**config.mk**
```make
export PLATFORM = sky130hd
export DESIGN_NAME = param_datapath
export DESIGN_NICKNAME = d
export VERILOG_FILES = /design/src/rtl/param_datapath.sv
export SDC_FILE = /design/constraint.sdc
export NUM_CORES = 1
export LEC_CHECK = 0
export CELL_PAD_IN_SITES_DETAIL_PLACEMENT = 0
export CELL_PAD_IN_SITES_GLOBAL_PLACEMENT = 2
export CORE_ASPECT_RATIO = 0.6
export CORE_MARGIN = 2
export CORE_UTILIZATION = 40
export CTS_CLUSTER_SIZE = 30
export DETAILED_ROUTE_END_ITERATION = 10
export HOLD_SLACK_MARGIN = 0.06
export PLACE_DENSITY = 0.77
export SLEW_MARGIN = 10
export SYNTH_ARGS = -nofsm -noshare
export SYNTH_HDL_FRONTEND = slang
export SYNTH_SLANG_ARGS = --single-unit
```
**constraint.sdc**
```tcl
create_clock -name clk -period 5.85 [get_ports clk]
set_input_delay 1.17 -clock clk [delete_from_list [all_inputs] [get_ports clk]]
set_output_delay 1.17 -clock clk [all_outputs]
set_load 0.01 [all_outputs]
```
**src/rtl/param_datapath.sv**
```systemverilog
// Multi-cycle register-file datapath: a five-state sequencer reads two operands,
// runs a shift/ALU step and writes one of four sources back to the register file.
module param_datapath #(
  parameter int W   = 16,
  parameter int RW  = 3,
  parameter int PCW = 9
) (
  input  logic           clk,
  input  logic           reset_n,
  input  logic           start,
  output logic           ready,
  output logic           done,
  input  logic [RW-1:0]  rn,
  input  logic [RW-1:0]  rm,
  input  logic [RW-1:0]  rd,
  input  logic [1:0]     op_alu,
  input  logic [1:0]     op_shift,
  input  logic           asel,
  input  logic           bsel,
  input  logic [W-1:0]   imm5,
  input  logic [W-1:0]   imm8,
  input  logic [1:0]     vsel,
  input  logic [PCW-1:0] pc,
  input  logic [W-1:0]   mdata,
  input  logic           wr_en,
  input  logic           set_status,
  output logic [W-1:0]   result,
  output logic [2:0]     status,
  output logic [PCW-1:0] lr
);

  localparam int NREG = 2**RW;

  typedef enum logic [2:0] {S_IDLE, S_RDA, S_RDB, S_EXEC, S_WB} state_t;

  state_t r_state, w_next;
  logic   w_accept;

  logic [RW-1:0]         r_rn, r_rm, r_rd;
  logic [1:0]            r_op_alu, r_op_shift, r_vsel;
  logic                  r_asel, r_bsel, r_wr_en, r_set_status;
  logic signed [W-1:0]   r_imm5, r_imm8;
  logic [PCW-1:0]        r_pc;

  logic signed [W-1:0]   r_rf [NREG];
  logic signed [W-1:0]   r_a, r_b, r_c;
  logic [2:0]            r_status;

  logic signed [W-1:0]   w_opa, w_opb, w_alu, w_wb_data;
  logic                  w_ovf;
  logic [PCW-1:0]        w_pc_inc;

  function automatic logic signed [W-1:0] f_shift(input logic signed [W-1:0] b,
                                                  input logic [1:0] op);
    logic signed [W-1:0] s;
    case (op)
      2'b01:   s = {b[W-2:0], 1'b0};
      2'b10:   s = {1'b0, b[W-1:1]};
      2'b11:   s = {b[W-1], b[W-1:1]};
      default: s = b;
    endcase
    return s;
  endfunction

  function automatic logic signed [W-1:0] f_alu(input logic signed [W-1:0] a,
                                                input logic signed [W-1:0] b,
                                                input logic [1:0] op);
    logic signed [W-1:0] s;
    case (op)
      2'b00:   s = a + b;
      2'b01:   s = a - b;
      2'b10:   s = a & b;
      default: s = ~b;
    endcase
    return s;
  endfunction

  // Overflow only exists for add/sub; logic ops always report V=0.
  function automatic logic f_ovf(input logic signed [W-1:0] a,
                                 input logic signed [W-1:0] b,
                                 input logic signed [W-1:0] s,
                                 input logic [1:0] op);
    logic v;
    case (op)
      2'b00:   v = (a[W-1] == b[W-1]) && (s[W-1] != a[W-1]);
      2'b01:   v = (a[W-1] != b[W-1]) && (s[W-1] != a[W-1]);
      default: v = 1'b0;
    endcase
    return v;
  endfunction

  assign w_accept = start && (r_state == S_IDLE);
  assign w_opa    = r_asel ? '0 : r_a;
  assign w_opb    = r_bsel ? r_imm5 : f_shift(r_b, r_op_shift);
  assign w_alu    = f_alu(w_opa, w_opb, r_op_alu);
  assign w_ovf    = f_ovf(w_opa, w_opb, w_alu, r_op_alu);
  assign w_pc_inc = r_pc + PCW'(1);

  always_comb begin
    w_wb_data = r_c;
    case (r_vsel)
      2'b01: begin
        w_wb_data = '0;
        w_wb_data[PCW-1:0] = w_pc_inc;
      end
      2'b10:   w_wb_data = r_imm8;
      2'b11:   w_wb_data = mdata;
      default: ;
    endcase
  end

  always_ff @(posedge clk or negedge reset_n) begin
    if (!reset_n) r_state <= S_IDLE;
    else          r_state <= w_next;
  end

  always_comb begin
    w_next = r_state;
    ready  = 1'b0;
    done   = 1'b0;
    case (r_state)
      S_IDLE: begin
        ready = 1'b1;
        if (start) w_next = S_RDA;
      end
      S_RDA:  w_next = S_RDB;
      S_RDB:  w_next = S_EXEC;
      S_EXEC: w_next = S_WB;
      S_WB: begin
        done   = 1'b1;
        w_next = S_IDLE;
      end
      default: w_next = S_IDLE;
    endcase
  end

  // Command fields are frozen at acceptance; mdata alone is read live at writeback.
  always_ff @(posedge clk) begin
    if (w_accept) begin
      r_rn         <= rn;
      r_rm         <= rm;
      r_rd         <= rd;
      r_op_alu     <= op_alu;
      r_op_shift   <= op_shift;
      r_asel       <= asel;
      r_bsel       <= bsel;
      r_imm5       <= imm5;
      r_imm8       <= imm8;
      r_vsel       <= vsel;
      r_pc         <= pc;
      r_wr_en      <= wr_en;
      r_set_status <= set_status;
    end
  end

  // Operand fetch (RDA/RDB) and execute (EXEC) stages.
  always_ff @(posedge clk or negedge reset_n) begin
    if (!reset_n) begin
      r_a      <= '0;
      r_b      <= '0;
      r_c      <= '0;
      r_status <= '0;
    end else begin
      case (r_state)
        S_RDA: r_a <= r_rf[r_rn];
        S_RDB: r_b <= r_rf[r_rm];
        S_EXEC: begin
          r_c <= w_alu;
          if (r_set_status) r_status <= {w_ovf, w_alu[W-1], (w_alu == '0)};
        end
        default: ;
      endcase
    end
  end

  // Writeback stage.
  always_ff @(posedge clk or negedge reset_n) begin
    if (!reset_n) begin
      for (int i = 0; i < NREG; i++) r_rf[i] <= '0;
    end else if (r_state == S_WB && r_wr_en) begin
      r_rf[r_rd] <= w_wb_data;
    end
  end

  assign result = r_c;
  assign status = r_status;
  assign lr     = r_a[PCW-1:0];

endmodule

```
==> impl_metrics.py <==
metrics = {
    "timing": {
        "post-route-period-util_pct": 88.3,
        "max_freq_mhz": 194,
        "rsz0062_at_grt": "no",
        "hold-worst-slack_ns": 0.502,
        "hold_viol_final": 0,
        "period_needed_ns": 5.17,
        "relSlewSlack_pct": 21.7,
        "tightest_slew_ns": 1.17,
        "drv_slew": 0,
        "setup_viol": 0,
        "tns_ns": 0,
        "clock_skew_ns": 0.0368,
    },
    "detailed_routing": {
        "dr.pass1.iters": 4,
        "remaining_drc_errors": 0,
        "wl_mm": 38.9,
        "wl_per_cell_um": 24.0,
        "first_iter_violations": 760,
        "avgViaCountPerCell": 5.59,
        "vias": 9077,
        "ant_nets": 0,
    },
    "clocking": {
        "cts_sinks": 242,
        "post_cts_buffers": 0,
        "worstSkewPairLatency_ns": 0.56,
        "cts_tree": "yes",
        "clk_pin_slew_ns": 0.06,
        "h-tree-depth": 1,
        "postCtsHoldBufs": 0,
        "cts_root_buf": "clkbuf_16",
        "cts_buffers": 25,
        "ctsResizeCount": 0,
        "clockBufferDepth": 3,
    },
    "outcome": {
        "outcome": "complete, no violations",
    },
    "die": {
        "initial_utilization_pct": 40.4,
        "die_h_um": 144,
        "coreArea_sq_um": 32200,
        "rows": 51,
        "dieArea_sq_um": 34000,
        "fp.dieW_um": 237,
        "num_io_pins": 109,
    },
    "critical_path": {
        "arrival_ns": 5.59,
        "worstRegToRegCells": 17,
        "path_max_fanout": 21,
        "worstSetupEndpointType": "flop",
        "start_kind": "flop",
        "cp.required_ns": 6.28,
        "crit_type": "reg -> reg",
    },
    "cells_and_area": {
        "nets": 1281,
        "seqCellArea_sq_um": 6360,
        "syn_to_final_growth_pct": 17.6,
        "fin_util_pct": 47.4,
        "multi_input_comb_area_sq_um": 6250,
        "fill_cells": 2931,
        "instances_no_fill": 1623,
        "drive_above_1_share_pct": 19.1,
        "diodes": 0,
    },
    "synth": {
        "ys_top_cells_by_area": "dfrtp_1 35%, edfxtp_1 14%, mux4_2 12%",
        "ys_types": 69,
        "syn_inst": 1098,
        "netlist_area_sq_um": 13000,
        "yosysTopAreaCell": "dfrtp_1",
        "synthFlopType": "dfrtp_1",
        "yosys-top-cells-count": "182 x dfrtp_1, 106 x nor2_1, 100 x a21oi_1",
        "synthArstFlopShare_pct": 75.2,
        "synth_nets": 1197,
        "yosysTopAreaCellShare_pct": 35.0,
        "synth_enable_flop_cells": 60,
        "yosysMostFrequentCell": "dfrtp_1",
        "synth_warnings": 0,
        "avgSynthCellArea_sq_um": 11.8,
        "yosysSeqAreaShare_pct": 48.9,
        "synth_seq_cells": 242,
    },
    "place": {
        "io_buffer_count": 108,
        "dp.cells": 1579,
        "place_hpwl_mm": 27.7,
        "gp_congestion": 0.860,
    },
    "global_routing": {
        "grt_pass1_vias": 9110,
        "grt_max_degree": 104,
        "antenna_found_initial": 1,
        "track_usage_pct": 23.5,
        "overflow": 0,
        "grt_pass1_wl_mm": 59.0,
    },
    "min_path": {
        "worstHoldPathCells": 2,
        "min_path_type": "reg -> reg",
    },
    "power": {
        "pwr_density_cell_nw_per_um2": 510,
        "power_mw": 7.80,
        "ir_drop_uv": 238,
        "power.leakage_nw": 6.16,
    },
    "run": {
        "drv_cap": 0,
    },
}
## state kept, by name (all words and copies together) (netlist names)
register	flops
r_state	3
r_wr_en	1
r_rm	3
r_rn	3
r_imm8	16
r_bsel	1
r_rd	3
result	16
r_vsel	2
r_asel	1
r_imm5	16
r_pc	9
r_a	16
r_rf	128
r_b	16
r_op_shift	2
status	3
r_op_alu	2
r_set_status	1
## power breakdown
part / total (mW) / switching, mW / internal (mW)
clock network: 1.58 / 0.677 / 0.905
logic: 3.35 / 1.83 / 1.51
registers: 2.87 / 0.549 / 2.32
## routing by layer
metal  up-vias  track usage (%)  wire (um)
met4         2             3.96        619
li1       4221                -          -
met2       289             32.3      15300
met3        39             5.86       2860
met1      4526             37.3      20100
met5         -                0         11
## per-stage QoR
step	setup slack (ns)	instance area, sq um
after detailed placement	0.747	14500
after global routing	0.271	15300
final	0.684	15300
after global placement	0.888	14500
after CTS	0.751	15300
after floorplan	1.34	13000
## kinds of logic after synthesis
group,after synthesis,share of synthesized area [%]
compound gates,218,9.90
xor+xnor,37,2.49
fa+ha+maj,20,1.98
buf+inv,96,3.28
flops,242,48.9
mux,202,23.2
simple gates,283,10.2
## critical path, cell delays in order, from the launching register on
cell and delay, ns:
edfxtp_1 0.66, or2_2 0.47, o221ai_1 0.41, nand3_1 0.17, or3_1 0.45, nor4_1 0.48
nor2_1 0.12, xnor2_1 0.17, ha_1 0.35, nand2_1 0.06, o21ai_0 0.30, nor3_1 0.08
o21a_1 0.13, or4_1 0.46, o311a_1 0.16, xnor2_1 0.27, a2bb2oi_1 0.23, o31ai_2 0.09
## final timing paths
path                          startpoint   endpoint  slack, ns
max                        r_op_shift[1]  status[0]       0.68
min                             r_rf[43]   r_rf[43]       0.50
max reg2reg                r_op_shift[1]  status[0]       0.68
min reg2reg                     r_rf[43]   r_rf[43]       0.50
max in group asynchronous        reset_n  result[3]       3.94
min in group asynchronous        reset_n     r_b[8]       0.76
## cell type report
type / instances / area share (%)
clock buffer: 40 / 5.07
clock inverter: 4 / 0.180
multi-input combinational: 760 / 40.9
tap: 424 / 3.47
inverter: 19 / 0.467
timing repair buffer: 134 / 8.36
sequential: 242 / 41.6
## cells in the final DEF, fill, tap and decap left out, drive strengths merged, types with 4 or more instances in the layout
| cell | n |
|---|---|
| nor2b | 21 |
| mux2 | 77 |
| edfxtp | 60 |
| nand3b | 4 |
| or3b | 7 |
| xor2 | 18 |
| ha | 19 |
| a21oi | 100 |
| nand2 | 79 |
| o21ai | 61 |
| mux2i | 53 |
| nand4 | 4 |
| nor2 | 106 |
| and2 | 5 |
| a211oi | 5 |
| nor3 | 9 |
| nand2b | 10 |
| o31ai | 9 |
| nor3b | 10 |
| inv | 20 |
| buf | 27 |
| clkbuf | 40 |
| dfrtp | 182 |
| clkdlybuf4s50 | 107 |
| nand3 | 13 |
| xnor2 | 19 |
| mux4 | 72 |
No activity file was read; power rests on OpenSTA's default activity.
